## config.mk

```make
export PLATFORM = sky130hd
export DESIGN_NAME = d4_distributor_flat
export DESIGN_NICKNAME = d
export VERILOG_FILES = /design/src/rtl/d4_pkg.sv /design/src/rtl/d4_distributor_if.sv /design/src/rtl/d4_lane.sv /design/src/rtl/d4_distributor.sv /design/src/flat_wrapper.sv
export SDC_FILE = /design/constraint.sdc
export NUM_CORES = 1
export LEC_CHECK = 0
export CAP_MARGIN = 20
export CORE_ASPECT_RATIO = 0.75
export CORE_MARGIN = 3
export CORE_UTILIZATION = 39
export CTS_CLUSTER_DIAMETER = 100
export DETAILED_ROUTE_END_ITERATION = 16
export GPL_ROUTABILITY_DRIVEN = 1
export PLACE_DENSITY = 0.75
export RECOVER_POWER = 50
export REMOVE_ABC_BUFFERS = 1
export SETUP_SLACK_MARGIN = 0.02
export SYNTH_ARGS = -nofsm -noshare
export SYNTH_HDL_FRONTEND = slang
export SYNTH_SLANG_ARGS = --single-unit
```

## constraint.sdc

```tcl
create_clock -name CLK -period 1.4 [get_ports CLK]
set_input_delay 0.28 -clock CLK [delete_from_list [all_inputs] [get_ports CLK]]
set_output_delay 0.28 -clock CLK [all_outputs]
set_load 0.005 [all_outputs]
```

## src/rtl/d4_pkg.sv

```systemverilog
// Shared types and helpers for the d4_distributor one-to-four registered fan-out.
// Used by d4_distributor_if, d4_lane and d4_distributor.
package d4_pkg;

  localparam int LANE_CNT = 4;
  localparam int CNT_W    = 8;

  typedef logic [1:0] lane_idx_t;

  // Same gating as the S2 mux select: bit 1 is an OR pair, bit 0 an AND pair.
  function automatic lane_idx_t lane_sel(input logic a1, input logic b1,
                                         input logic a0, input logic b0);
    return lane_idx_t'({a1 | b1, a0 & b0});
  endfunction

endpackage

```

## src/rtl/d4_distributor_if.sv

```systemverilog
// Producer-side and four-lane consumer-side signals of d4_distributor.
// The per-lane counter outputs exist only when DIST_CNT_EN is defined.
interface d4_distributor_if
  import d4_pkg::*;
#(
  parameter int N = 8
);
  logic [N-1:0]        in_data;
  logic                in_valid;
  logic                in_ready;
  logic                A1, B1, A0, B0;
  logic [N-1:0]        Q00, Q01, Q10, Q11;
  logic [LANE_CNT-1:0] out_valid;
  logic [LANE_CNT-1:0] out_ready;
`ifdef DIST_CNT_EN
  logic [CNT_W-1:0]    cnt00, cnt01, cnt10, cnt11;
`endif

  modport master (
    output in_data, in_valid, A1, B1, A0, B0, out_ready,
    input  in_ready, Q00, Q01, Q10, Q11, out_valid
`ifdef DIST_CNT_EN
    , input cnt00, cnt01, cnt10, cnt11
`endif
  );

  modport slave (
    input  in_data, in_valid, A1, B1, A0, B0, out_ready,
    output in_ready, Q00, Q01, Q10, Q11, out_valid
`ifdef DIST_CNT_EN
    , output cnt00, cnt01, cnt10, cnt11
`endif
  );

endinterface

```

## src/rtl/d4_lane.sv

```systemverilog
// One output lane: data register, valid bit and (with DIST_CNT_EN) an 8-bit
// wrapping accept counter. Load takes priority over drain on the same edge.
module d4_lane
  import d4_pkg::*;
#(
  parameter int N = 8
) (
  input  logic             CLK,
  input  logic             CLR,
  input  logic             i_load,
  input  logic             i_drain,
  input  logic [N-1:0]     i_data,
  output logic [N-1:0]     o_q,
  output logic             o_valid
`ifdef DIST_CNT_EN
  , output logic [CNT_W-1:0] o_cnt
`endif
);

  logic [N-1:0] r_q;
  logic         r_valid;

  // NOTE: non-blocking assignments so every lane updates from pre-edge values.
  // NOTE: the data register is reset too, because Q must read 0 after CLR.
  always_ff @(posedge CLK) begin
    if (CLR) begin
      r_q     <= '0;
      r_valid <= 1'b0;
    end else if (i_load) begin
      r_q     <= i_data;
      r_valid <= 1'b1;
    end else if (i_drain) begin
      r_valid <= 1'b0;
    end
  end

  assign o_q     = r_q;
  assign o_valid = r_valid;

`ifdef DIST_CNT_EN
  logic [CNT_W-1:0] r_cnt;

  always_ff @(posedge CLK) begin
    if (CLR)         r_cnt <= '0;
    else if (i_load) r_cnt <= r_cnt + CNT_W'(1);
  end

  assign o_cnt = r_cnt;
`endif

endmodule

```

## src/rtl/d4_distributor.sv

```systemverilog
// One-to-four registered distributor: lane decode, in_ready and four d4_lane
// instances. Optional per-lane accept counters under DIST_CNT_EN.
module d4_distributor
  import d4_pkg::*;
#(
  parameter int N = 8
) (
  input logic               CLK,
  input logic               CLR,
  d4_distributor_if.slave   bus
);

  lane_idx_t           w_lane;
  logic                w_lane_free;
  logic                w_accept;
  logic [LANE_CNT-1:0] w_load;
  logic [LANE_CNT-1:0] w_drain;
  logic [LANE_CNT-1:0] w_valid;
  logic [N-1:0]        w_q [LANE_CNT];
`ifdef DIST_CNT_EN
  logic [CNT_W-1:0]    w_cnt [LANE_CNT];
`endif

  // A draining lane is free, so one lane can stream a word every cycle.
  assign w_lane      = lane_sel(bus.A1, bus.B1, bus.A0, bus.B0);
  assign w_lane_free = ~w_valid[w_lane] | bus.out_ready[w_lane];
  assign bus.in_ready = ~CLR & w_lane_free;
  assign w_accept    = bus.in_valid & bus.in_ready;
  assign w_drain     = w_valid & bus.out_ready;

  for (genvar g = 0; g < LANE_CNT; g++) begin : g_lane
    assign w_load[g] = w_accept & (w_lane == lane_idx_t'(g));

    d4_lane #(.N(N)) u_lane (
      .CLK     (CLK),
      .CLR     (CLR),
      .i_load  (w_load[g]),
      .i_drain (w_drain[g]),
      .i_data  (bus.in_data),
      .o_q     (w_q[g]),
      .o_valid (w_valid[g])
`ifdef DIST_CNT_EN
      , .o_cnt (w_cnt[g])
`endif
    );
  end

  assign bus.out_valid = w_valid;
  assign bus.Q00 = w_q[0];
  assign bus.Q01 = w_q[1];
  assign bus.Q10 = w_q[2];
  assign bus.Q11 = w_q[3];
`ifdef DIST_CNT_EN
  assign bus.cnt00 = w_cnt[0];
  assign bus.cnt01 = w_cnt[1];
  assign bus.cnt10 = w_cnt[2];
  assign bus.cnt11 = w_cnt[3];
`endif

endmodule

```

## src/flat_wrapper.sv

```systemverilog
// flat-port wrapper written by rule: the top's interface ports become plain ports
module d4_distributor_flat import d4_pkg::*;
#(
  parameter int N = 8
)
  (CLK, CLR, bus_in_data, bus_in_valid, bus_A1, bus_B1, bus_A0, bus_B0, bus_out_ready, bus_in_ready, bus_Q00, bus_Q01, bus_Q10, bus_Q11, bus_out_valid);
  d4_distributor_if #(.N(N)) bus_i ();
  input logic CLK;
  input logic CLR;
  input wire logic [$bits(bus_i.in_data)-1:0] bus_in_data;
  input wire logic [$bits(bus_i.in_valid)-1:0] bus_in_valid;
  input wire logic [$bits(bus_i.A1)-1:0] bus_A1;
  input wire logic [$bits(bus_i.B1)-1:0] bus_B1;
  input wire logic [$bits(bus_i.A0)-1:0] bus_A0;
  input wire logic [$bits(bus_i.B0)-1:0] bus_B0;
  input wire logic [$bits(bus_i.out_ready)-1:0] bus_out_ready;
  output wire logic [$bits(bus_i.in_ready)-1:0] bus_in_ready;
  output wire logic [$bits(bus_i.Q00)-1:0] bus_Q00;
  output wire logic [$bits(bus_i.Q01)-1:0] bus_Q01;
  output wire logic [$bits(bus_i.Q10)-1:0] bus_Q10;
  output wire logic [$bits(bus_i.Q11)-1:0] bus_Q11;
  output wire logic [$bits(bus_i.out_valid)-1:0] bus_out_valid;
  assign bus_i.in_data = bus_in_data;
  assign bus_i.in_valid = bus_in_valid;
  assign bus_i.A1 = bus_A1;
  assign bus_i.B1 = bus_B1;
  assign bus_i.A0 = bus_A0;
  assign bus_i.B0 = bus_B0;
  assign bus_i.out_ready = bus_out_ready;
  assign bus_in_ready = bus_i.in_ready;
  assign bus_Q00 = bus_i.Q00;
  assign bus_Q01 = bus_i.Q01;
  assign bus_Q10 = bus_i.Q10;
  assign bus_Q11 = bus_i.Q11;
  assign bus_out_valid = bus_i.out_valid;
  d4_distributor #(.N(N)) u_core (.CLK(CLK), .CLR(CLR), .bus(bus_i));
endmodule
```

==> impl_results.md <==
* CTS sink cnt at 36
* Comb pwr share at 12.9%
* FP Rows at 18
* Fin util at 66.6%
* Crit path max-delay family: multiplexers
* Drt total wl at 4200 um
* CTS tree: done
* Largest area contributor in the netlist: dfxtp_1
* Die X at ~77 um
* P&R area growth vs syn at 55.6%
* Drt via density at 4.99
* Yosys warnings at 0
* Critical path class: reg2out
* Number of nets in the layout at around 250
* Syn Std Cell Area at 1490 um2
* GRT Total Usage at 20.1%
* 1st-pass router iterations at 4
* Max Fclk at 0.592 GHz
* CP endpoint kind: output pin
* Reg clk slew, reported paths at 70 ps
* Worst slew pin tran at around 420 ps
* Status: finished, violations left
* Final setup fails at 4
* Initial Utilization at 42.8%
* H-Tree Level Count at 2
* Final hold slack at 458 ps
* Min-Delay Path Class: reg2reg
* Ant diodes at 0
* Total CTS buffers at 5
* Switching share of power at roughly a quarter
* RSZ-0062 raised after global routing: true
* Post-route insts no fill at 278
* Slew headroom at a little under three quarters
* Period utilisation layout at 121%
* Slew Limit Fails at 0
* Area contributors post-synth: dfxtp_1, mux2i_1, nand2_1
* Netlist cell types at 28
* Pre-CTS WS at -881 ps
* Clk pwr share at roughly a third
* Port Buffers at 55
* Min Tclk post-route at 1690 ps
* Via count at 1387
* Power Dens Cells at just under 900 nW/um2
* Routed len/inst at between 15 and 20 um
* Internal power at 1540 uW
* Remaining Overflow, GRT at 0
* DR iter-0 viols at 54
* Hold_sp: u_core.g_lane[1].u_lane.o_q[5]
* Critical path origin: u_core.g_lane[1].u_lane.o_valid
* Cells along the critical path: nor2b_4 > mux4_2 > nor2_2 > buf_2
* Sw Pwr at between 500 and 600 uW
* Worst-Skew Late Latency at just under 300 ps
* CP max FO at 2
* Pleak at 0.00116 uW
* First-pass GRT wire length at roughly 6900 um
* Yosys reg bits at 36
* Die Y-Extent at roughly 60 um
* Die Area at 4590 um2
* Gp weighted congestion at 0.894
* Slowest cell delay on critical path at 460 ps
* Flop pwr share at 52.1%
* Clock Path Buffers at 2
* Largest net degree at the start of global routing at 19
* DRC at 0
* DP Wirelength at roughly 3100 um
* Failing checks: negative setup slack
* Share of post-route cells with drive strength above 1 at between 20% and 30%
* Clk_skew at roughly 4.9 ps
* Critical path data required time at 1120 ps
* Dpl cells at 269
* CP max-delay cell: mux4_2
* ANT nets after route at 0
* Antenna violations before repair at 0
* Worst Setup Start Kind: register
* Tot Pwr at 2060 uW
* IO Count at 56
* Worst vdd ir at approximately 0.72 mV
* Number of failing hold endpoints at the final stage at 0
* Mean Syn Cell Area at between 9 and 10 um2
* Critical Path AT at 1410 ps
* Final setup margin at -288 ps
* Clock root cell: clkbuf_8
* Max_cap viols at 0
* Syn Inst Count at 149
* Share of the synthesized area in the top cell type at ~49%
* Register area share after synthesis at about half
* Core footprint at 3470 um2
* Reg2Reg Launch Point: u_core.g_lane[1].u_lane.o_valid
* WP buf/inv at 1
* Vias in the first global route at ~1400
[cell usage after synthesis]
cell       instances
o311ai_0           8
a31oi_1            1
buf_6              1
o2111ai_2          1
o31ai_1            1
nand4b_4           1
buf_4              4
mux2i_1           23
nand2b_1           2
nor3_4             1
clkinv_1           1
buf_2              2
dfxtp_1           36
nand2_1           28
nand4_1            3
o21ai_0            8
a211oi_1           1
nor2_1             4
and2b_1            1
clkbuf_1           4
nand3b_1           1
mux4_1             1
a21oi_1            4
or2_1              1
and4b_1            1
nand3_1            1
nor2b_1            4
inv_1              5
[stage by stage]
step	instance area, um2	setup TNS [ps]
after floorplan	1420	0
after detailed placement	2240	-12590
final	2310	-321
after CTS	2340	-316
after global routing	2310	-1240
after global placement	2240	-11260
[kinds of logic after synthesis]
family,Yosys count,synth area share [%]
buf+inv,17,5.98
simple gates,48,17.0
mux,24,17.3
flops,36,48.5
compound gates,24,11.2
[state kept, by name, summed over array words and instances (netlist names)]
signal and flops:
u_core.g_lane.u_lane.o_q 32, u_core.g_lane.u_lane.o_valid 4
[per-layer routing]
metal	global-route usage [%]	vias to the layer above	routed length [um]
li1	-	679	-
met3	6.38	8	339
met5	0	-	0
met4	9.64	0	89
met2	34.1	55	2020
met1	23.5	645	1740
[final cells by class]
class	instances	area, um2
clock buffers	5	68.8
inverters	6	22.5
clock inverters	3	18.8
well taps	50	62.6
fillers	325	1160
repair buffers	82	702
flip-flops and latches	36	724
multi-input cells	96	712
[final timing paths]
kind,endpoint,slack (ps),depth (start not counted)
worst min-delay path,u_core.g_lane[1].u_lane.o_q[5],460,2
worst min register to register,u_core.g_lane[1].u_lane.o_q[5],460,2
worst max-delay path,bus_in_ready,-290,4
worst max register to register,u_core.g_lane[1].u_lane.o_q[3],150,5
[power groups by stage]
stage          Sequential [uW]  Combinational (uW)  Clock (uW)
2_1_floorplan             1090                83.6           0
3_3_place_gp              1090                 280           0
3_5_place_dp              1090                 287           0
4_1_cts                   1070                 270         737
5_1_grt                   1070                 289         786
6_report                  1070                 265         719
[placed cells by master, fill, tap and decap left out, drive strengths merged]
cell,instances
clkinv,4
and4b,1
o31ai,1
clkdlybuf4s50,8
buf,25
nand4,3
nand3,1
inv,5
o21ai,8
mux4,1
clkbuf,8
nor2,4
nand2,28
a21oi,4
mux2i,23
nand2b,2
o2111ai,1
dfxtp,36
dlygate4sd2,45
and2b,1
nand3b,1
a211oi,1
clkdlybuf4s15,1
or2,1
nor3,1
nand4b,1
a31oi,1
o311ai,8
nor2b,4
[worst register-to-register path: stages, from the launching register on]
cell     delay, ps
dfxtp_2        330
nor2b_4        130
buf_4          140
nor3_4         230
buf_6          160
mux2i_1        200
[timing repair]
action	4_1_cts	5_1_grt
setup endpoints to repair	66	8
resized for setup	84	4
buffers inserted	2	0
hold buffers	0	0
pin swaps	3	3
Note: power is estimated with default switching activity, not from simulation.
